File: config.mk
export PLATFORM = sky130hd
export DESIGN_NAME = array_multiplier_4x4
export DESIGN_NICKNAME = d
export VERILOG_FILES = /design/src/rtl/array_mult_pkg.sv /design/src/rtl/mult_fa_cell.sv /design/src/rtl/array_multiplier_4x4.sv
export SDC_FILE = /design/constraint.sdc
export NUM_CORES = 1
export LEC_CHECK = 0
export ABC_CLOCK_PERIOD_IN_PS = 1300
export BUFFER_PORTS_ARGS = -buffer_cell sky130_fd_sc_hd__buf_2
export CAP_MARGIN = 20
export CORE_AREA = 2 2 39 41
export DETAILED_ROUTE_END_ITERATION = 16
export DIE_AREA = 0 0 41 43
export HOLD_SLACK_MARGIN = 0.15
export PLACE_DENSITY = 0.78
export SLEW_MARGIN = 25
export SYNTH_ARGS = -nofsm -noshare
export SYNTH_HDL_FRONTEND = slang
export SYNTH_SLANG_ARGS = --single-unit
File: constraint.sdc
create_clock -name clk -period 1.3 [get_ports clk]
set_input_delay 0.13 -clock clk [delete_from_list [all_inputs] [get_ports clk]]
set_output_delay 0.13 -clock clk [all_outputs]
set_load 0.01 [all_outputs]
File: src/rtl/array_mult_pkg.sv
// rtl/array_mult_pkg.sv - shared constants for the array multiplier
package array_mult_pkg;

   localparam int DEFAULT_WIDTH = 4;

endpackage

File: src/rtl/mult_fa_cell.sv
// rtl/mult_fa_cell.sv - 1-bit full adder cell; half adder when ci_i is tied low
module mult_fa_cell (
   input  logic x_i,
   input  logic y_i,
   input  logic ci_i,
   output logic s_o,
   output logic co_o
);

   assign s_o  = x_i ^ y_i ^ ci_i;
   assign co_o = (x_i & y_i) | (x_i & ci_i) | (y_i & ci_i);

endmodule

File: src/rtl/array_multiplier_4x4.sv
// rtl/array_multiplier_4x4.sv - unsigned carry-save array multiplier with registered product
module array_multiplier_4x4
   import array_mult_pkg::*;
#(
   parameter int WIDTH = DEFAULT_WIDTH
) (
   input  logic                 clk,
   input  logic                 rst_n,
   input  logic                 in_valid,
   input  logic [WIDTH-1:0]     a,
   input  logic [WIDTH-1:0]     b,
   output logic [2*WIDTH-1:0]   p,
   output logic                 out_valid
);

   // s[i][j] carries weight i+j, c[i][j] weight i+j+1; row 0 is the bare partial products
   logic [WIDTH-1:0][WIDTH-1:0] pp;
   logic [WIDTH-1:0][WIDTH-1:0] s;
   logic [WIDTH-1:0][WIDTH-1:0] c;
   logic [WIDTH-2:0]            rc;
   logic [2*WIDTH-1:0]          prod;

   logic [2*WIDTH-1:0] p_q, p_d;
   logic               out_valid_q, out_valid_d;

   genvar i, j, k;
   generate
      for (i = 0; i < WIDTH; i++) begin : g_pp_row
         for (j = 0; j < WIDTH; j++) begin : g_pp_col
            assign pp[i][j] = a[i] & b[j];
         end
      end

      assign s[0] = pp[0];
      assign c[0] = '0;

      for (i = 1; i < WIDTH; i++) begin : g_row
         for (j = 0; j < WIDTH; j++) begin : g_col
            if (j < WIDTH-1) begin : g_mid
               mult_fa_cell u_fa (
                  .x_i  (pp[i][j]),
                  .y_i  (s[i-1][j+1]),
                  .ci_i (c[i-1][j]),
                  .s_o  (s[i][j]),
                  .co_o (c[i][j])
               );
            end else begin : g_msb
               mult_fa_cell u_ha (
                  .x_i  (pp[i][j]),
                  .y_i  (c[i-1][j]),
                  .ci_i (1'b0),
                  .s_o  (s[i][j]),
                  .co_o (c[i][j])
               );
            end
         end
      end

      for (i = 0; i < WIDTH; i++) begin : g_low_bits
         assign prod[i] = s[i][0];
      end

      // Final ripple row resolves the last sum/carry vector into the upper half
      for (k = 0; k < WIDTH-1; k++) begin : g_ripple
         if (k == 0) begin : g_first
            mult_fa_cell u_rca (
               .x_i  (s[WIDTH-1][k+1]),
               .y_i  (c[WIDTH-1][k]),
               .ci_i (1'b0),
               .s_o  (prod[WIDTH+k]),
               .co_o (rc[k])
            );
         end else begin : g_next
            mult_fa_cell u_rca (
               .x_i  (s[WIDTH-1][k+1]),
               .y_i  (c[WIDTH-1][k]),
               .ci_i (rc[k-1]),
               .s_o  (prod[WIDTH+k]),
               .co_o (rc[k])
            );
         end
      end
   endgenerate

   // Carry out of the top bit is always zero since (2^W-1)^2 < 2^(2W)
   assign prod[2*WIDTH-1] = c[WIDTH-1][WIDTH-1] ^ rc[WIDTH-2];

   always_comb begin
      p_d         = p_q;
      out_valid_d = 1'b0;
      if (in_valid) begin
         p_d         = prod;
         out_valid_d = 1'b1;
      end
   end

   always_ff @(posedge clk or negedge rst_n) begin
      if (!rst_n) begin
         p_q         <= '0;
         out_valid_q <= 1'b0;
      end else begin
         p_q         <= p_d;
         out_valid_q <= out_valid_d;
      end
   end

   assign p         = p_q;
   assign out_valid = out_valid_q;

endmodule

* Word level (Yosys, flattened, before mapping) *
Index checks and enable logic that the tools add are counted.

cells by class
  bitwise operators = 80
  muxes and demuxes = 1

operator list
  operator     number
  $and 1x1->1  44
  $xor 1x1->1  20
  $or 1x1->1   16
  $mux 1       1

storage, ports and cells
  word-level logic and storage cells = 83
  register bits after elaboration = 9
  bits of input ports = 11

* Longest topological paths before layout *
Gate-level depths: netlist (run 1).

  word-level depth = 15
  depth in mapped cells = 10
  mapped depth without buffers = 10

* Hierarchy *
A second synthesis (run 1) with hierarchy kept.

second synthesis, totals
  cells, all modules = 53
  area, all modules = 755.7 um2

by module, submodules not included
  module                instances  area an instance (um2)  cells each
  array_multiplier_4x4  1          455.4                   38
  mult_fa_cell          15         20.0                    1

* Least setup slack after synthesis (run 1) *
Ideal clock, no wire load.

  path kind = input to register
  start point = input b[2]
  end point = register p_q[6] (netlist: p[6])
  arrival = 2.745 ns
  stages = 10
  path slack = -1.570 ns
  path through = and2_1 > ha_1 > fa_1 > inv_1 > fa_1 > inv_1 > ha_1 > fa_1 > fa_1 > mux2_4

between the ends
  cells in the longest elaborated chain, start to end = 13
  elaborated cells between the ends (all ways) = 53
  those cells by class = 53 x bitwise

RTL lines
  item                              RTL line                     RTL
  start: declaration                array_multiplier_4x4.sv:11   input logic [WIDTH-1:0] b,
  $and 1x1->1                       array_multiplier_4x4.sv:30   assign pp[i][j] = a[i] & b[j];
  $xor 1x1->1                       mult_fa_cell.sv:10           assign s_o = x_i ^ y_i ^ ci_i;
  $and 1x1->1                       mult_fa_cell.sv:11           assign co_o = (x_i & y_i) | (x_i & ci_i) | (y_i & ci_i);
  $or 1x1->1 (2 in a row)           mult_fa_cell.sv:11
  $and 1x1->1                       mult_fa_cell.sv:11
  $or 1x1->1 (2 in a row)           mult_fa_cell.sv:11
  $and 1x1->1 (2 in a row)          mult_fa_cell.sv:11
  $or 1x1->1 (2 in a row)           mult_fa_cell.sv:11
  $xor 1x1->1 (*)                   mult_fa_cell.sv:10
  via g_ripple[2].g_next.u_rca.s_o  mult_fa_cell.sv:6            output logic s_o,
  end signal: assignment            array_multiplier_4x4.sv:102  p_q <= p_d;
  end: declaration                  array_multiplier_4x4.sv:23   logic [2*WIDTH-1:0] p_q, p_d;

Mark *: on every way through the listed nets, which the timed path passes. The rest lies on a longest branch.
A chain may end at the register's enable or synchronous reset.

* Final worst setup path (run 1) *
Same ends and word-level chain as after synthesis.

==> metrics.log, run 1 <==
[metrics] total global routing track utilization: 18.6%
[metrics] result of the run: complete, but fails checks
[metrics] Seq cells post-synth: 9
[metrics] IR drop worst, VDD: 0.502 mV
[metrics] number of antenna violations at the first check in global routing: 0
[metrics] Fin. Hold Viols: 0
[metrics] Die X: just over 40 um
[metrics] clock skew after layout: 0 ps
[metrics] Lkg Pwr: 0.481 nW
[metrics] kind of cell adding the most delay to the critical path: adder cells
[metrics] capture point of the critical path: p[6]
[metrics] number of clock sinks: 9
[metrics] pin count of the biggest net entering global routing: 11
[metrics] number of global-route vias before repair: 496
[metrics] die boundary height: 43 um
[metrics] nets@finish: 105
[metrics] layout overhead on the synthesized area: 42.5%
[metrics] peak clock frequency supported by timing: 0.387 GHz
[metrics] class of the tightest hold or removal check: in2reg
[metrics] Initial DRC Count: 2
[metrics] average size of a mapped cell: 13.2 um^2
[metrics] share of synthesized area spent on multiplexers: 15.6%
[metrics] commonest non-fill, non-tap cell in the layout: sky130_fd_sc_hd__buf_2
[metrics] TritonCTS clock tree: yes
[metrics] XOR/XNOR Fraction of Synth Area: 0%
[metrics] via count: 465
[metrics] slack of the worst reg-to-reg path: 530 ps
[metrics] crit start category: primary input
[metrics] adder and majority gate portion of the synthesized area: 31.3%
[metrics] RSZ-0062 raised after global routing: true
[metrics] Tightest Pin Transition: 270 ps
[metrics] antenna cell count: 0
[metrics] H-tree Lvls: 1
[metrics] share of cells above drive strength 1: 58.0%
[metrics] total detailed-routing wirelength: 1.24 mm
[metrics] final setup vio count: 5
[metrics] DRC Markers: 0
[metrics] port bufs: 19
[metrics] Detailed Routing Iterations Pass 1: 2
[metrics] data required time of the critical path: 1460 ps
[metrics] Max Cap Viol: 0
[metrics] worst-case hold slack: 206 ps
[metrics] area fraction of the dominant cell type after synthesis: 33.5%
[metrics] worst-case setup margin in the final layout: -1280 ps
[metrics] number of top-level pins: 20
[metrics] number of buffers added by the clock tree synthesis step: 3
[metrics] Skew-Pair Late Insertion Delay: 270 ps
[metrics] sort of element at the end of the critical path: register
[metrics] Clk pin slew, worst setup/hold paths: 60 ps
[metrics] HPWL Detailed: 1.03 mm
[metrics] worst path arrival time: 2740 ps
[metrics] Buffers & Inverters on Critical Path: 3
[metrics] Critical-path top delay cell: sky130_fd_sc_hd__fa_1
[metrics] most frequent cells in the layout: 15 x sky130_fd_sc_hd__buf_2, 10 x sky130_fd_sc_hd__and2_1, 9 x sky130_fd_sc_hd__dfrtp_1
[metrics] top post-synthesis cells by area: sky130_fd_sc_hd__dfrtp_1 34%, sky130_fd_sc_hd__fa_1 24%, sky130_fd_sc_hd__mux2_4 16%
[metrics] number of standard cells after synthesis: 51
[metrics] path depth of the worst reg2reg path: 1
[metrics] Max-Slew Margin vs Limit: 82.0%
[metrics] Period Utilization, post-route: 199%
[metrics] Setup crit start: b[2]
[metrics] number of pins exceeding their max-slew limit in the final report: 0
[metrics] setup slack after placement: -1660 ps
[metrics] library cell with the largest summed area after synthesis: sky130_fd_sc_hd__dfrtp_1
[metrics] Power Dens Cells: 1020 nW/um^2
[metrics] minimum period implied by the final worst setup slack: 2580 ps
[metrics] count of synthesis-stage warnings from yosys: 0
[metrics] fraction of the yosys area taken by sequential cells: 33.5%
[metrics] effective utilization at floorplan: 48.6%
[metrics] violations in the final reports: negative setup slack
[metrics] critical path depth in cells: 11
[metrics] number of placement rows: 14
[metrics] worst reg2reg path startpoint: p[4]
[metrics] Crit path largest cell delay: 490 ps
[metrics] setup total negative slack: -4420 ps
[metrics] Clock Root Buffer: sky130_fd_sc_hd__clkbuf_4
[metrics] share of synthesized cell area in and, or, nand and nor gates: approximately 14%
[metrics] final antenna-violating net count: 0
[metrics] GP Congestion: between 0.6 and 0.7
[metrics] overflow left after global routing: 0
[metrics] number of nets in the synthesized netlist: 74
[metrics] number of distinct standard cells referenced by the synthesized netlist: 10
[metrics] global-route wire length before repair: 2.10 mm
[metrics] Worst Setup Path Type: in2reg
[metrics] largest fanout of any net on the critical path: 3
[metrics] Mapped Area: between 600 and 700 um^2
[metrics] crit path cell chain: buf_6, and2_4, ha_4, fa_1, inv_1, fa_1, inv_2, ha_4, fa_2, fa_2, mux2_4
[metrics] worst r2r dst: p[4]
[metrics] compound-gate portion of the synthesized area: 0.745%
[metrics] largest buffer count on any clock path: 2
[metrics] total die area: 1760 um^2
[metrics] core region area: 1380 um^2
[metrics] main combinational cell family by area after synthesis: adder cells
[metrics] via count normalized by instance count: 4.79
[metrics] average routed wire per standard cell: 12.8 um
[area by class of cell]
class	count	area (um^2)
clock buffer	4	26.3
fill	99	427
inverter	5	18.8
multi-input combinational	36	474
sequential	9	225
tap	16	20.0
timing repair buffer	27	193
[per-layer routing]
| metal | GRT usage, % | routed length (um) |
|---|---|---|
| met1 | 19.1 | 470 |
| met2 | 31.9 | 678 |
| met3 | 3.14 | 62 |
| met4 | 12.0 | 28 |
| met5 | 0 | 0 |
[Yosys cell counts]
library cell / instances
sky130_fd_sc_hd__o21ai_0: 1
sky130_fd_sc_hd__nand3_1: 1
sky130_fd_sc_hd__nand2_1: 1
sky130_fd_sc_hd__dfrtp_1: 9
sky130_fd_sc_hd__inv_1: 5
sky130_fd_sc_hd__and2_1: 14
sky130_fd_sc_hd__buf_6: 1
sky130_fd_sc_hd__mux2_4: 7
sky130_fd_sc_hd__fa_1: 8
sky130_fd_sc_hd__ha_1: 4
[power breakdown]
group / internal [W] / switching [W] / leakage (nW) / total (W)
Combinational: 0.000221 / 0.000160 / 0.355 / 0.000382
Clock: 0.000119 / 0.000101 / 0.0150 / 0.000220
Sequential: 0.000339 / 0.0000310 / 0.111 / 0.000370
Total: 0.000679 / 0.000293 / 0.481 / 0.000972
[per-stage QoR]
stage,power (W),util [%],cell area [um^2],cells
CTS,0.000978,68.2,943,97
global route,0.00105,69.2,957,97
floorplan,0.000592,-,717,51
finish,0.000972,69.2,957,97
global placement,0.000708,62.6,866,91
detailed placement,0.000729,62.6,866,91
[flip-flops by register name, indices dropped and copies added (netlist names)]
register,count
p,8
out_valid,1
[cells by family (layout without fill, tap and decap cells)]
family	after synthesis	after routing
muxes	7	7
AOI/OAI and AO/OA	1	1
and+or+nand+nor	16	16
buffers and inverters	6	36
DFF	9	9
adders and majority gates	12	12
[repair_timing]
action / in CTS / in global routing
setup buffers: 0 / 0
pin swaps: 6 / 1
hold buffers: 2 / 0
endpoints found under the hold margin: 10 / 0
gates resized for setup: 6 / 3
endpoints found under the setup margin: 5 / 5
[worst min path at each step]
stage,slack (ps),depth (start not counted),end,start
floorplan,-170,0,out_valid,rst_n
global placement,-20,1,p[2],rst_n
detailed placement,-10,1,p[3],rst_n
CTS,200,4,p[0],a[0]
global route,240,4,p[0],a[0]
finish,210,4,p[0],a[0]
(Power assumes the default switching activity.)
==> run 2, diff against run 1 <==
GPL_TIMING_DRIVEN = 0   (was default)
==> run 2 against run 1 <==
Net effect: the run still ends with negative setup slack left; clock-buffer cell count unchanged; combinational power is 4% lower; sequential power is essentially flat; first-iteration DRC count rose by 50%; clock power fell by 3%; non-clock buffer count down 4; worst hold slack worse by 38 ps; critical endpoint unchanged; largest cell class unchanged; largest power group is now sequential cells.
==> metrics.log, run 2 (synthesis results as in run 1) <==
[metrics] Max Cap Viol: 0 (unchanged)
[metrics] number of top-level pins: 20 (unchanged)
[metrics] finished layout cell area: 935 um^2 (-2.4%)
[metrics] overflow left after global routing: 0 (unchanged)
[metrics] number of placement rows: 14 (unchanged)
[metrics] area post-placement: 832 um^2 (-3.9%)
[metrics] Worst Setup Path Type: in2reg
[metrics] clock skew after layout: 0 ps (unchanged)
[metrics] Critical-path top delay cell: sky130_fd_sc_hd__fa_1
[metrics] pin count of the biggest net entering global routing: 10 (-1)
[metrics] Fin. Hold Viols: 0 (unchanged)
[metrics] number of buffers added by the clock tree synthesis step: 3 (unchanged)
[metrics] antenna cell count: 0 (unchanged)
[metrics] Tightest Pin Transition: 202 ps (-67.7 ps)
[metrics] TritonCTS clock tree: yes
[metrics] violations in the final reports: negative setup slack
[metrics] port bufs: 19 (unchanged)
[metrics] Detailed Routing Iterations Pass 1: 2 (unchanged)
[metrics] Buffers & Inverters on Critical Path: 3 (unchanged)
[metrics] total die area: 1760 um^2 (unchanged)
[metrics] H-tree Lvls: 1 (unchanged)
[metrics] Power Dens Cells: 1010 nW/um^2 (about the same)
[metrics] crit start category: primary input
[metrics] Clk pin slew, worst setup/hold paths: 60 ps (about the same)
[metrics] most frequent cells in the layout: 15 x sky130_fd_sc_hd__buf_2, 10 x sky130_fd_sc_hd__and2_1, 9 x sky130_fd_sc_hd__dfrtp_1
[metrics] placed cell count: 86 (-5.5%)
[metrics] GP Congestion: 0.728 (+6.2%)
[metrics] Period Utilization, post-route: 200% (+0.78 points)
[metrics] flip-flop count of the largest register, all copies and words added: 8 (unchanged)
[metrics] via count normalized by instance count: 4.85 (+1.2%)
[metrics] worst path arrival time: 2740 ps (about the same)
[metrics] launch point of the worst hold path: b[0]
[metrics] minimum period implied by the final worst setup slack: 2590 ps (+10.2 ps)
[metrics] peak clock frequency supported by timing: 0.385 GHz (-0.39%)
[metrics] setup total negative slack: -4480 ps (-59.0 ps)
[metrics] data required time of the critical path: 1440 ps (-20 ps)
[metrics] DRC Markers: 0 (unchanged)
[metrics] IR drop worst, VDD: 0.452 mV (-10%)
[metrics] result of the run: complete, but fails checks
[metrics] final setup vio count: 5 (unchanged)
[metrics] worst reg2reg path startpoint: p[4]
[metrics] kind of cell adding the most delay to the critical path: adder cells
[metrics] largest fanout of any net on the critical path: 4 (+1)
[metrics] count of placed standard cells in the final layout, fillers left out: 93 (-4.1%)
[metrics] class of the tightest hold or removal check: in2reg
[metrics] number of global-route vias before repair: 462 (-6.9%)
[metrics] final antenna-violating net count: 0 (unchanged)
[metrics] average routed wire per standard cell: 11.7 um (-8.1%)
[metrics] effective utilization at floorplan: 48.6% (unchanged)
[metrics] total global routing track utilization: 14.9% (-3.7 points)
[metrics] largest buffer count on any clock path: 2 (unchanged)
[metrics] number of clock sinks: 9 (unchanged)
[metrics] number of pins exceeding their max-slew limit in the final report: 0 (unchanged)
[metrics] crit path cell chain: buf_8, and2_4, ha_4, fa_1, inv_1, fa_1, inv_2, ha_4, fa_2, fa_2, mux2_4
[metrics] share of cells above drive strength 1: 55.8% (-2.2 points)
[metrics] worst-case hold slack: 168 ps (-38.3 ps)
[metrics] commonest non-fill, non-tap cell in the layout: sky130_fd_sc_hd__buf_2
[metrics] via count: 451 (-3.0%)
[metrics] Lkg Pwr: 0.465 nW (-3.4%)
[metrics] sum of internal, switching and leakage power: 0.000948 W (-2.4%)
[metrics] die boundary height: 43 um (unchanged)
[metrics] Setup crit start: b[2]
[metrics] layout overhead on the synthesized area: 39.1%
[metrics] sort of element at the end of the critical path: register
[metrics] Die X: 41 um (unchanged)
[metrics] slack of the worst reg-to-reg path: 540 ps (about the same)
[metrics] core region area: 1380 um^2 (unchanged)
[metrics] RSZ-0062 raised after global routing: true
[metrics] worst-case setup margin in the final layout: -1290 ps (-10.2 ps)
[metrics] HPWL Detailed: 886 um (-14%)
[metrics] Clock Root Buffer: sky130_fd_sc_hd__clkbuf_4
[metrics] Initial DRC Count: 3 (+1)
[metrics] global-route wire length before repair: 1.85 mm (-12%)
[metrics] number of antenna violations at the first check in global routing: 0 (unchanged)
[metrics] nets@finish: 101 (-3.8%)
[metrics] Skew-Pair Late Insertion Delay: 250 ps (-20 ps)
[metrics] total detailed-routing wirelength: 1.09 mm (-12%)
[metrics] Max-Slew Margin vs Limit: 86.5% (+4.5 points)
[metrics] Crit path largest cell delay: 490 ps (about the same)
-- run 2: cell count changes in the layout (fill, tap and decap cells not counted) --
cell                    before  now
sky130_fd_sc_hd__buf_4       4    0
sky130_fd_sc_hd__buf_6       6    4
sky130_fd_sc_hd__buf_8       0    2
-- run 2: layer usage --
metal	GRT usage (%)	vias up	share of wire [%]
met5	0	-	0
met4	6.00	0	0
met3	1.57	0	4.8
met2	24.1	13	51
met1	19.5	225	44
li1	-	213	-
-- run 2: final timing paths --
| check | depth (start not counted) | endpoint |
|---|---|---|
| max in group asynchronous | 2 | p[5] |
| hold / removal | 3 | p[0] |
| min in group asynchronous | 2 | p[4] |
| hold reg to reg | 1 | p[2] |
| setup reg to reg | 1 | p[4] |
| setup / recovery | 11 | p[6] |
-- run 2: per-stage QoR --
| stage | setup WS, ps | util, % |
|---|---|---|
| final | -1290 | 67.5 |
| after global routing | -1370 | 67.5 |
| after CTS | -1290 | 67.3 |
| after detailed placement | -1640 | 60.1 |
| after global placement | -1630 | 60.1 |
| after floorplan | -1450 | - |
-- run 2: where the power goes --
part	total (W)	internal [W]	switching, W
clock	0.000213	0.000118	0.0000947
combinational	0.000368	0.000214	0.000154
sequential	0.000368	0.000339	0.0000289
-- run 2: area by class of cell --
type	instances	area (um^2)
Inverter	5	18.8
Tap cell	16	20.0
Fill cell	107	449
Sequential cell	9	225
Clock buffer	4	26.3
Timing Repair Buffer	22	159
Buffer	1	11.3
Multi-Input combinational cell	36	474
-- run 2: repair_timing --
action	in CTS	in global routing
pin swaps	5	2
buffers inserted	1	0
cloned	0	0
setup endpoints to repair	5	5
endpoints found under the hold margin	10	0
hold buffers	2	0
gates resized for setup	10	1
-- run 2: tightest hold or removal path: stages --
cell,delay [ps]
sky130_fd_sc_hd__buf_2,100
sky130_fd_sc_hd__nand3_1,70
sky130_fd_sc_hd__o21ai_0,80
==> run 3, diff against run 2 <==
PLACE_DENSITY = default   (was 0.78)
PLACE_DENSITY_LB_ADDON = 0.1   (was default)
==> run 3 against run 2 <==
Net effect: the run still ends with negative setup slack left; clock-buffer cell count fell by 1; combinational power barely moved; non-clock buffer count rose by 1; maximum frequency rose by 0.26%; first-iteration DRC count fell by 67%; sequential power barely moved; clock skew did not move; global-route usage rose by 2.4 points; register-to-register slack barely moved; flip-flop and latch count did not move; worst hold slack improved by 15 ps; setup slack improved by 6.7 ps; critical endpoint unchanged.
==> metrics.log, run 3 (synthesis results as in run 1) <==
[metrics] Detailed Routing Iterations Pass 1: 2 (unchanged)
[metrics] die boundary height: 43 um (unchanged)
[metrics] via count normalized by instance count: 4.78 (-1.5%)
[metrics] Lkg Pwr: 0.468 nW (+0.79%)
[metrics] commonest non-fill, non-tap cell in the layout: sky130_fd_sc_hd__buf_2
[metrics] switching power: 0.000276 W (-0.47%)
[metrics] port bufs: 19 (unchanged)
[metrics] part of the power in the clock network: 21.9% (-0.5 points)
[metrics] class of the tightest hold or removal check: in2reg
[metrics] Net Sw Frac: 29.4% (+0.10 points)
[metrics] Worst Setup Path Type: in2reg
[metrics] peak clock frequency supported by timing: 0.386 GHz (+0.26%)
[metrics] average routed wire per standard cell: 12.2 um (+3.6%)
[metrics] total global routing track utilization: 17.3% (+2.4 points)
[metrics] highest metal layer used by the detailed router: met3
[metrics] number of antenna violations at the first check in global routing: 0 (unchanged)
[metrics] Die X: 41 um (unchanged)
[metrics] Critical-path top delay cell: sky130_fd_sc_hd__fa_1
[metrics] Fin. Hold Viols: 0 (unchanged)
[metrics] IR drop worst, VDD: 0.452 mV (about the same)
[metrics] Clock Root Buffer: sky130_fd_sc_hd__clkbuf_4
[metrics] kind of cell adding the most delay to the critical path: adder cells
[metrics] part of the power in registers: 39.3% (+0.5 points)
[metrics] count of placed standard cells in the final layout, fillers left out: 94 (+1.1%)
[metrics] Clk pin slew, worst setup/hold paths: 60 ps (about the same)
[metrics] result of the run: complete, but fails checks
[metrics] met1 WL: 499 um (+3.3%)
[metrics] largest fanout of any net on the critical path: 3 (-1)
[metrics] pin count of the biggest net entering global routing: 10 (unchanged)
[metrics] minimum period implied by the final worst setup slack: 2590 ps (-6.65 ps)
[metrics] total die area: 1760 um^2 (unchanged)
[metrics] crit path cell chain: buf_8, and2_4, ha_4, fa_1, inv_2, fa_1, inv_2, ha_4, fa_2, fa_2, mux2_4
[metrics] Max Cap Viol: 0 (unchanged)
[metrics] number of top-level pins: 20 (unchanged)
[metrics] finished layout cell area: 938 um^2 (+0.40%)
[metrics] Int Pwr: 0.000664 W (-0.96%)
[metrics] number of pins exceeding their max-slew limit in the final report: 0 (unchanged)
[metrics] GP Congestion: 0.643 (-12%)
[metrics] nets@finish: 102 (+0.99%)
[metrics] number of buffers added by the clock tree synthesis step: 3 (unchanged)
[metrics] Initial DRC Count: 1 (-2)
[metrics] layout overhead on the synthesized area: 39.7%
[metrics] violations in the final reports: negative setup slack
[metrics] area post-placement: 832 um^2 (unchanged)
[metrics] global-route wire length before repair: 2.08 mm (+13%)
[metrics] largest buffer count on any clock path: 2 (unchanged)
[metrics] DRC Markers: 0 (unchanged)
[metrics] clock skew after layout: 0 ps (unchanged)
[metrics] final setup vio count: 5 (unchanged)
[metrics] number of clock sinks: 9 (unchanged)
[metrics] sum of internal, switching and leakage power: 0.000941 W (-0.82%)
[metrics] final antenna-violating net count: 0 (unchanged)
[metrics] met2 routed wirelength: 586 um (+5.4%)
[metrics] setup total negative slack: -4450 ps (+27.1 ps)
[metrics] sort of element at the end of the critical path: register
[metrics] TritonCTS clock tree: yes
[metrics] via count: 449 (-0.44%)
[metrics] number of placement rows: 14 (unchanged)
[metrics] combinational fraction of design power: 38.8% (about the same)
[metrics] flip-flop count of the largest register, all copies and words added: 8 (unchanged)
[metrics] Buffers & Inverters on Critical Path: 3 (unchanged)
[metrics] core region area: 1380 um^2 (unchanged)
[metrics] HPWL Detailed: 951 um (+7.3%)
[metrics] effective utilization at floorplan: 48.6% (unchanged)
[metrics] Tightest Pin Transition: 191 ps (-11.2 ps)
[metrics] Crit path largest cell delay: 490 ps (about the same)
[metrics] Power Dens Cells: 1000 nW/um^2 (-1.2%)
[metrics] Skew-Pair Late Insertion Delay: 250 ps (about the same)
[metrics] share of cells above drive strength 1: 59.0% (+3.1 points)
[metrics] worst-case hold slack: 182 ps (+14.9 ps)
[metrics] RSZ-0062 raised after global routing: true
[metrics] worst-case setup margin in the final layout: -1290 ps (+6.65 ps)
[metrics] overflow left after global routing: 0 (unchanged)
[metrics] crit start category: primary input
[metrics] most frequent cells in the layout: 15 x sky130_fd_sc_hd__buf_2, 10 x sky130_fd_sc_hd__and2_1, 9 x sky130_fd_sc_hd__dfrtp_1
[metrics] Max-Slew Margin vs Limit: 87.3% (+0.75 points)
[metrics] placed cell count: 86 (unchanged)
[metrics] number of global-route vias before repair: 507 (+9.7%)
[metrics] antenna cell count: 0 (unchanged)
[metrics] met3 WL: 59 um (+13%)
[metrics] data required time of the critical path: 1440 ps (about the same)
[metrics] Period Utilization, post-route: 199% (-0.51 points)
[metrics] total detailed-routing wirelength: 1.14 mm (+4.8%)
[metrics] worst path arrival time: 2730 ps (about the same)
[metrics] H-tree Lvls: 1 (unchanged)
run 3: worst paths after layout:
kind	start	to	slack, ps	depth (start not counted)
setup reg to reg	p[1]	p[1]	540	1
max in group asynchronous	rst_n	p[1]	880	2
setup / recovery	a[1]	p[6]	-1290	11
min in group asynchronous	rst_n	p[4]	250	2
hold reg to reg	p[3]	p[3]	510	1
hold / removal	b[0]	p[0]	180	3
run 3: cell type report:
cell class / count / area (um^2)
Tap cell: 16 / 20.0
Clock inverter: 1 / 5.00
Inverter: 5 / 18.8
Clock buffer: 3 / 22.5
Fill cell: 104 / 445
Multi-Input combinational cell: 36 / 474
Buffer: 1 / 11.3
Timing Repair Buffer: 23 / 161
Sequential cell: 9 / 225
run 3: through the flow:
stage	worst slack (ps)	utilization, %
after floorplan	-1450	-
after global placement	-1620	60.1
after detailed placement	-1650	60.1
after CTS	-1280	67.1
after global routing	-1350	67.8
final	-1290	67.8
run 3: metal layers:
metal  global-route usage, %  vias to the layer above
met5                       0                        -
met3                    1.57                        0
met4                    6.00                        0
met1                    22.9                      215
met2                    28.1                       20
li1                        -                      214
run 3: repair_timing:
action,in CTS,in global routing
hold endpoints to repair,11,0
gates cloned,0,0
gates resized for setup,6,4
endpoints found under the setup margin,5,6
pin swaps,4,2
buffers inserted,1,0
hold buffers,3,0
run 3: worst min-delay path: stages:
cell and delay (ps):
sky130_fd_sc_hd__buf_2 100, sky130_fd_sc_hd__nand3_1 80, sky130_fd_sc_hd__o21ai_0 80
run 3: power by group through the flow:
stage / clock (W) / combinational (W) / sequential [W]
global placement: 0 / 0.000327 / 0.000374
detailed placement: 0 / 0.000335 / 0.000376
global route: 0.000228 / 0.000414 / 0.000378
CTS: 0.000218 / 0.000356 / 0.000371
floorplan: 0 / 0.000190 / 0.000402
finish: 0.000206 / 0.000365 / 0.000370
